--- src/rtl/vga_rect_draw_arbiter.sv ---
// rtl/vga_rect_draw_arbiter.sv - round-robin arbiter that walks one client rectangle per grant onto the vga_adapter pixel port
// Optional VGA_RECT_OUTLINE_EN: per-client rect_outline input, plot only border pixels.
module vga_rect_draw_arbiter #(
  parameter int NUM_REQ  = 3,
  parameter int SCREEN_W = 320,
  parameter int SCREEN_H = 240
) (
  input  logic                 clk,
  input  logic                 rst,
  input  logic [NUM_REQ-1:0]   req,
  input  logic [9*NUM_REQ-1:0] rect_x0,
  input  logic [8*NUM_REQ-1:0] rect_y0,
  input  logic [9*NUM_REQ-1:0] rect_w,
  input  logic [8*NUM_REQ-1:0] rect_h,
  input  logic [3*NUM_REQ-1:0] rect_color,
`ifdef VGA_RECT_OUTLINE_EN
  input  logic [NUM_REQ-1:0]   rect_outline,
`endif
  output logic [NUM_REQ-1:0]   grant,
  output logic [NUM_REQ-1:0]   done,
  output logic                 busy,
  output logic [8:0]           x,
  output logic [7:0]           y,
  output logic [2:0]           color,
  output logic                 plot
);

  localparam int IW = (NUM_REQ > 1) ? $clog2(NUM_REQ) : 1;
  localparam logic [9:0] SW = 10'(SCREEN_W);
  localparam logic [8:0] SH = 9'(SCREEN_H);

  typedef enum logic [1:0] {IDLE, LOAD, DRAW, DONE} state_t;

  state_t             state_q, state_d;
  logic [IW-1:0]      rr_q, rr_d, k_q, k_d;
  logic [8:0]         x0_q, x0_d, w_q, w_d, dx_q, dx_d;
  logic [7:0]         y0_q, y0_d, h_q, h_d, dy_q, dy_d;
  logic [NUM_REQ-1:0] grant_d, done_d;
  logic               busy_d, plot_d;
  logic [8:0]         x_d;
  logic [7:0]         y_d;
  logic [2:0]         color_d;
  logic [9:0]         sx;
  logic [8:0]         sy;
  logic               found, edge_ok;
  logic [IW-1:0]      pick, idx;
`ifdef VGA_RECT_OUTLINE_EN
  logic               ol_q, ol_d;
`endif

  always_ff @(posedge clk or negedge rst) begin
    if (!rst) begin
      state_q <= IDLE;
      rr_q    <= '0;
      k_q     <= '0;
      x0_q    <= '0;
      y0_q    <= '0;
      w_q     <= '0;
      h_q     <= '0;
      dx_q    <= '0;
      dy_q    <= '0;
      grant   <= '0;
      done    <= '0;
      busy    <= 1'b0;
      x       <= '0;
      y       <= '0;
      color   <= '0;
      plot    <= 1'b0;
`ifdef VGA_RECT_OUTLINE_EN
      ol_q    <= 1'b0;
`endif
    end else begin
      state_q <= state_d;
      rr_q    <= rr_d;
      k_q     <= k_d;
      x0_q    <= x0_d;
      y0_q    <= y0_d;
      w_q     <= w_d;
      h_q     <= h_d;
      dx_q    <= dx_d;
      dy_q    <= dy_d;
      grant   <= grant_d;
      done    <= done_d;
      busy    <= busy_d;
      x       <= x_d;
      y       <= y_d;
      color   <= color_d;
      plot    <= plot_d;
`ifdef VGA_RECT_OUTLINE_EN
      ol_q    <= ol_d;
`endif
    end
  end

  always_comb begin
    state_d = state_q;
    rr_d    = rr_q;
    k_d     = k_q;
    x0_d    = x0_q;
    y0_d    = y0_q;
    w_d     = w_q;
    h_d     = h_q;
    dx_d    = dx_q;
    dy_d    = dy_q;
    color_d = color;
    grant_d = grant;
    done_d  = '0;
    found   = 1'b0;
    pick    = rr_q;
    idx     = '0;
`ifdef VGA_RECT_OUTLINE_EN
    ol_d    = ol_q;
`endif
    case (state_q)
      IDLE: begin
        grant_d = '0;
        // Scan from the rr pointer so the most recently served client goes last.
        for (int i = 0; i < NUM_REQ; i++) begin
          idx = IW'((int'(rr_q) + i) % NUM_REQ);
          if (!found && req[idx]) begin
            found = 1'b1;
            pick  = idx;
          end
        end
        if (found) begin
          k_d           = pick;
          grant_d[pick] = 1'b1;
          state_d       = LOAD;
        end
      end
      LOAD: begin
        x0_d    = rect_x0[9*k_q +: 9];
        y0_d    = rect_y0[8*k_q +: 8];
        w_d     = rect_w[9*k_q +: 9];
        h_d     = rect_h[8*k_q +: 8];
        color_d = rect_color[3*k_q +: 3];
`ifdef VGA_RECT_OUTLINE_EN
        ol_d    = rect_outline[k_q];
`endif
        dx_d    = '0;
        dy_d    = '0;
        if (w_d == 9'd0 || h_d == 8'd0) begin
          state_d     = DONE;
          done_d[k_q] = 1'b1;
        end else begin
          state_d = DRAW;
        end
      end
      DRAW: begin
        if (dx_q == w_q - 9'd1 && dy_q == h_q - 8'd1) begin
          state_d     = DONE;
          done_d[k_q] = 1'b1;
        end else if (dx_q == w_q - 9'd1) begin
          dx_d = '0;
          dy_d = dy_q + 8'd1;
        end else begin
          dx_d = dx_q + 9'd1;
        end
      end
      DONE: begin
        grant_d = '0;
        rr_d    = (k_q == IW'(NUM_REQ - 1)) ? '0 : k_q + IW'(1);
        state_d = IDLE;
      end
      default: state_d = IDLE;
    endcase

    // Pixel registers are loaded with the coordinate that will be shown next cycle.
    sx = {1'b0, x0_d} + {1'b0, dx_d};
    sy = {1'b0, y0_d} + {1'b0, dy_d};
`ifdef VGA_RECT_OUTLINE_EN
    edge_ok = !ol_d || dx_d == 9'd0 || dx_d == w_d - 9'd1 ||
              dy_d == 8'd0 || dy_d == h_d - 8'd1;
`else
    edge_ok = 1'b1;
`endif
    x_d    = (state_d == DRAW) ? sx[8:0] : x;
    y_d    = (state_d == DRAW) ? sy[7:0] : y;
    plot_d = (state_d == DRAW) && (sx < SW) && (sy < SH) && edge_ok;
    busy_d = (state_d != IDLE);
  end

endmodule

--- config.mk ---
export PLATFORM = sky130hd
export DESIGN_NAME = vga_rect_draw_arbiter
export DESIGN_NICKNAME = d
export VERILOG_FILES = /design/src/rtl/vga_rect_draw_arbiter.sv
export SDC_FILE = /design/constraint.sdc
export NUM_CORES = 1
export LEC_CHECK = 0
export ABC_AREA = 1
export ABC_CLOCK_PERIOD_IN_PS = 3500
export BUFFER_PORTS_ARGS = -buffer_cell sky130_fd_sc_hd__buf_2
export CAP_MARGIN = 20
export CORE_UTILIZATION = 51
export CTS_BUF_LIST = sky130_fd_sc_hd__clkbuf_8
export DETAILED_ROUTE_END_ITERATION = 10
export MAX_ROUTING_LAYER = met4
export PLACE_DENSITY = 0.87
export RECOVER_POWER = 100
export SLEW_MARGIN = 40
export SYNTH_ARGS = -nofsm -noshare
export SYNTH_HDL_FRONTEND = slang
export SYNTH_SLANG_ARGS = --single-unit
--- constraint.sdc ---
create_clock -name clk -period 3.5 [get_ports clk]
set_clock_uncertainty 0.2 [all_clocks]
set_input_delay 0 -clock clk [delete_from_list [all_inputs] [get_ports clk]]
set_output_delay 0 -clock clk [all_outputs]
set_load 0.005 [all_outputs]
# After elaboration in Yosys (flattened, before gate mapping)
# Index checks and enable logic that the tools add are counted.
dict set report totals {
  reg_bits 85
  inputBits 116
  out_inout_bits 28
  latch_bits 0
  mem_count 0
  romBits 0
  mem_bits_rw 0
}
dict set report classes {
  n_eq_ne 7
  n_shift 5
  add_sub_neg 9
  n_bitwise 0
  muxes 38
  order_cmp 9
  n_mul 2
  div_mod_pow 3
  n_reduce_logical 16
}
# cell count
set op_table {}
lappend op_table {{32-bit by 3-bit remainder unit with 32-bit output, second input constant} 2}
lappend op_table {{27-bit by 7-bit indexed part select with 9-bit output} 2}
lappend op_table {{24-bit by 6-bit indexed part select with 8-bit output} 2}
lappend op_table {{3-bit by 3-bit remainder unit with 32-bit output, second input constant} 1}
lappend op_table {{9-bit 2-to-1 mux} 3}
lappend op_table {{8-bit 2-to-1 mux} 3}
lappend op_table {{9-bit one-hot mux with 2 select lines} 1}
lappend op_table {{8-bit one-hot mux with 2 select lines} 1}
lappend op_table {{2-bit by 3-bit < comparator with 1-bit output, second input constant} 5}
lappend op_table {{2-bit 2-to-1 mux} 7}
lappend op_table {{1-bit 2-to-1 mux} 12}
lappend op_table {{3-bit one-hot mux with 2 select lines} 2}
lappend op_table {{9-bit by 9-bit adder with 10-bit output} 1}
lappend op_table {{10-bit by 9-bit < comparator with 1-bit output, second input constant} 1}
lappend op_table {{8-bit by 8-bit adder with 9-bit output} 1}
lappend op_table {{9-bit by 1-bit adder with 9-bit output, second input constant} 1}
lappend op_table {{9-bit == test} 1}
lappend op_table {{9-bit logical NOT} 1}
lappend op_table {{9-bit by 8-bit < comparator with 1-bit output, second input constant} 1}
lappend op_table {{3-bit 2-to-1 mux} 3}
lappend op_table {{9-bit by 5-bit indexed part select with 3-bit output} 1}
lappend op_table {{9-bit by 1-bit subtractor with 9-bit output, second input constant} 1}
lappend op_table {{8-bit by 1-bit adder with 8-bit output, second input constant} 1}
lappend op_table {{2-bit == test, second input constant} 4}
lappend op_table {{other kinds (19)} 31}

# Depth between registers and ports, before layout
dict set report logic_depth {
  word_depth 19
  mapped_depth 28
}

# Least setup slack after synthesis
# No wires, ideal clock.
dict set report synth_timing {
  path_kind {reg2reg}
  startpoint {register w_q[0]}
  endpoint {register plot}
  arrival_time_ns 3.166
  stages_incl_launch_ff 27
  setup_time_ns 0.115
  synth_period_minus_slack_ns 3.482
  t_required_ns 3.185
  setup_slack_ns 0.018
  n_path_buf 0
  cell_sequence {dfrtp_1 > inv_1 > ha_1 > inv_1 > nand2_1 > nand2_1 > nand2_1 > nand2_1 > nor2_1 > nand3_1 > nor2_2 > nand2_4 > nor2_4 > nand2_1 > o21ai_0 > a21oi_1 > ha_1 > fa_1 > nand3_1 > nand2_1 > a21oi_1 > o21bai_1 > xor2_1 > nor2_1 > nand3_1 > nand3_1 > nor2_1}
}
# element line_no
set synth_rtl {}
lappend synth_rtl {{start, declared} 36} ;# logic [8:0] x0_q, x0_d, w_q, w_d, dx_q, dx_d;
lappend synth_rtl {{start signal, assigned} 78} ;# w_q <= w_d;
lappend synth_rtl {{9-bit by 1-bit subtractor with 9-bit output *} {150, 153}}
lappend synth_rtl {{9-bit == test *} {150, 153}}
lappend synth_rtl {{8-bit 2-to-1 mux or 1-bit logical AND (tied branches)} {153, 150}}
lappend synth_rtl {{8-bit 2-to-1 mux *} 150} ;# if (dx_q == w_q - 9'd1 && dy_q == h_q - 8'd1) begin
lappend synth_rtl {{8-bit one-hot mux with 2 select lines *} 114} ;# case (state_q)
lappend synth_rtl {{via dy_d[0]} 37} ;# logic [7:0] y0_q, y0_d, h_q, h_d, dy_q, dy_d;
lappend synth_rtl {{8-bit by 8-bit adder with 9-bit output *} 170} ;# sy = {1'b0, y0_d} + {1'b0, dy_d};
lappend synth_rtl {{9-bit by 8-bit < comparator with 1-bit output *} 179} ;# plot_d = (state_d == DRAW) && (sx < SW) && (sy < SH) && edge_ok;
lappend synth_rtl {{1-bit logical AND *} 179}
lappend synth_rtl {{via plot_d} 39} ;# logic busy_d, plot_d;
lappend synth_rtl {{end signal, assigned} 88} ;# plot <= plot_d;
lappend synth_rtl {{end, declared} 25} ;# output logic plot
# The timed path passes the listed nets; every way through them passes the cells marked *.
# A chain may end at the register's enable or synchronous reset.

# Worst setup path after layout
dict set report layout_timing {
  startpoint {register h_q[2]}
  endpoint {register y[5]}
}
dict set report layout_via {
  elab_chain_len 6
}
# element line_no
set layout_rtl {}
lappend layout_rtl {{start, declared} 37}
lappend layout_rtl {{start signal, assigned} 59} ;# h_q <= '0;
lappend layout_rtl {{start signal, assigned} 79} ;# h_q <= h_d;
lappend layout_rtl {{8-bit by 1-bit subtractor with 8-bit output} 150}
lappend layout_rtl {{8-bit == test} 150}
lappend layout_rtl {{1-bit logical AND} 150}
lappend layout_rtl {{8-bit 2-to-1 mux} 150}
lappend layout_rtl {{8-bit one-hot mux with 2 select lines} 114}
lappend layout_rtl {{via dy_d[1]} 37}
lappend layout_rtl {{8-bit by 8-bit adder with 9-bit output} 170}
lappend layout_rtl {{end signal, assigned} 86} ;# y <= y_d;
lappend layout_rtl {{end, declared} 23} ;# output logic [7:0] y,
# The timed path passes the listed nets, and every way through them passes these cells.

==> summary.txt <==
Cells and area
  • Share of layout cells above drive strength 1: 0.288
  • Post-layout util: 0.782
  • Most frequent cells in the layout: 217 x nand2_1, 118 x buf_2, 85 x dfrtp_1, 83 x inv_1, 76 x dlygate4sd3_1
  • Filler cells: around 630
  • Antenna diode count: 0
  • Post-Layout Cell Count: 1239
  • Final instance area: roughly 0.0086 sq mm
  • P&R area growth vs syn: 47.0%
  • Fin nets: 1240
  • Most common cell after layout, fill and taps aside: nand2_1

Setup path
  • Worst Setup SP: h_q[2]
  • Reg2Reg Depth: 22
  • CP endpoint: y[5]
  • Nature of the critical path endpoint: flop
  • R2R setup slack: -0.61 ns
  • RR Endpoint: y[5]
  • CP max FO: 5
  • WS Path Type: reg -> reg
  • Worst EP required: 3.57 ns
  • Reg2Reg Launch Point: h_q[2]
  • Startpoint Class: flop
  • Critical path arrival: 4.18 ns

Min path
  • Worst hold start: req[2]
  • Worst hold path class: in -> reg

GRT
  • Antenna violations before repair: 0
  • Total grt overflow: 0
  • Largest net degree at the start of global routing: 73
  • Gr usage total: 0.350
  • Grt met1 use: 0.398
  • Routing usage on met3: 0.0532
  • Met2 global-route usage: 0.588
  • Vias in the first global route: 7029
  • First-pass GRT wire length: about 32000 microns
  • Gr busiest metal: met2

Logic synthesis
  • Syn avg cell area: 7.11 sq um
  • Dominant cell type by area after synthesis: dfrtp_1
  • Largest cells by area after synthesis: dfrtp_1 36%, nand2_1 15%, ha_1 6.0%
  • Yosys cell types: 44
  • Sequential element share of the synthesized area: 0.362
  • Ys async rst share: 1.00
  • Net Count, Synth: 971
  • Synth Instances: 825
  • Yosys warns: 0
  • Post-Syn Area: 0.00587 sq mm
  • Main synth FF type: dfrtp_1
  • Area share of the largest cell type after synthesis: 0.362
  • Seq cells post-synth: 85
  • Post-synth EDFFs: 0

Timing
  • Final Max Tran Viols: 73
  • Worst hold slack: around 0.097 ns
  • Setup WS post-layout: -0.611 ns
  • Sum Neg Setup Slack: -3.35 ns
  • Final period util: 1.17
  • RSZ-0062 raised after global routing: true
  • Fmax achieved: 243 MHz
  • Crit path time final: just over 4 ns
  • Actual slew at the worst max-slew pin: 1.81 ns
  • Relative slew slack: -0.209
  • Final setup vio count: 17
  • Hold Vio Cnt, Final: 0

Clock tree
  • Max Root-Sink Buffers: 2
  • H-tree depth: 3
  • Num CTS Buffers: 9
  • CTS tree: yes
  • Clk_lat worst skew: approximately 0.38 ns
  • Clock sink total: between 80 and 90
  • Root Driver: clkbuf_8
  • Clk slew on worst S/H paths: 0.10 ns

Placement
  • PortBufs: 143
  • RePlAce Congestion: 1.00
  • Setup Slack @ Placement: -0.238 ns
  • DP Area: 0.00697 sq mm
  • Post-Place Cells: 1126
  • Final HPWL DP: 12000 microns

Detailed routing
  • Routed wire length: 24400 microns
  • DRC: 1
  • Initial DRC count: 1231
  • First-pass DRT Iterations: 11
  • Via Count: 7616
  • DR vias/cell: 6.15
  • Antenna viol nets, final: 0
  • WL/cell: 19.7 microns

Pwr
  • Net Sw Power: roughly 4.4 mW
  • Sw frac: 0.516
  • Leak pwr: 4.31 nW
  • Total chip power: between 8 and 9 mW
  • Power share of the clock group: 0.090
  • Pwr per Cell Area: a little under 1000 mW/mm^2
  • Peak supply drop: around 740 uV
  • Sequential share of power: 0.204
  • Comb pwr share: 0.706
  • Pint: 4.10 mW

Die
  • Die X: approximately 110 microns
  • Die area: 0.0119 sq mm
  • Core Area: 0.0110 sq mm
  • Initial Utilization: 0.532
  • Site Rows: 38
  • Die H: 109 microns
  • Num ports: roughly 140

Run status
  • Status: finished with violations
  • Failing checks: DRC, capacitance limit, slew limit, setup timing

Job
  • Number of max-cap violations: 1
## power groups by stage
stage	clock network, mW	logic [mW]	registers [mW]
after floorplan	0	2.98	1.64
after global placement	0	4.06	1.66
after detailed placement	0	4.22	1.68
after CTS	0.747	4.81	1.66
after global routing	0.798	6.40	1.76
final	0.759	5.97	1.73
## flip-flops by register name, indices dropped and copies added, names as in the netlist
register and flops:
dx_q 9, w_q 9, x0_q 9, x 9, dy_q 8, h_q 8, y0_q 8, y 8
color 3, done 3, grant 3, k_q 2, rr_q 2, state_q 2, busy 1, plot 1
## cells by family after synthesis
kind of cell,share of synthesized area
AO/OA/AOI/OAI,0.141
AND/OR/NAND/NOR,0.304
adder cells (fa/ha/maj),0.0665
XOR/XNOR,0.0403
buffers and inverters,0.0851
flip-flops,0.362
## cells in the mapped netlist, types with 4 or more instances
cell	n
dfrtp_1	85
xnor2_1	6
inv_1	91
o21ai_0	45
clkbuf_1	12
buf_1	7
nor3_1	6
nand3_1	66
nor2_4	4
ha_1	28
a21oi_1	29
a22oi_1	25
o22ai_1	5
nor2_1	81
a31oi_1	18
nand2_1	238
o21ai_1	6
xor2_1	21
nand4_1	11
## worst max-delay path, cell delays in order (launching register included)
cell     delay [ns]
dfrtp_1        0.51
nor2_4         0.18
nand2_2        0.13
o21ai_0        0.22
nand2_1        0.11
nand4_1        0.18
nor2_4         0.06
buf_6          0.12
o21ai_2        0.24
inv_2          0.10
o22ai_1        0.20
inv_2          0.10
ha_1           0.27
a21oi_4        0.19
nand2_2        0.10
a21oi_2        0.12
nor2_1         0.06
nor2_1         0.20
xor2_1         0.29
inv_1          0.14
buf_6          0.14
nand3_1        0.07
nand2_1        0.07
## worst min path at each step
stage	end	slack (ns)	depth (start not counted)
floorplan	busy	-0.50	0
global placement	x[2]	-0.03	1
detailed placement	x[3]	-0.14	1
CTS	y0_q[1]	0.03	2
global route	grant[2]	0.19	5
finish	k_q[1]	0.1	5
## cell type report
class | count | area [sq um] | share of cell area
inverter | 95 | 364 | 0.0422
multi-input combinational | 618 | 3790 | 0.439
sequential | 85 | 2130 | 0.247
clock buffer | 9 | 124 | 0.0144
timing repair buffer | 285 | 1970 | 0.228
tap | 140 | 175 | 0.0203
clock inverter | 7 | 80.1 | 0.00928
## layer usage
layer,wire length (microns),vias to the layer above
met5,0,-
met2,11000,688
met3,2770,253
met4,2150,0
li1,-,3233
met1,8450,3442
## timing repair
item                                    4_1_cts  5_1_grt
buffers inserted                              7       15
gates resized for setup                      34      103
pin swaps                                    22       60
endpoints found under the setup margin        9       12
endpoints found under the hold margin       122        0
hold buffers                                 76        0
(Power assumes the default switching activity.)
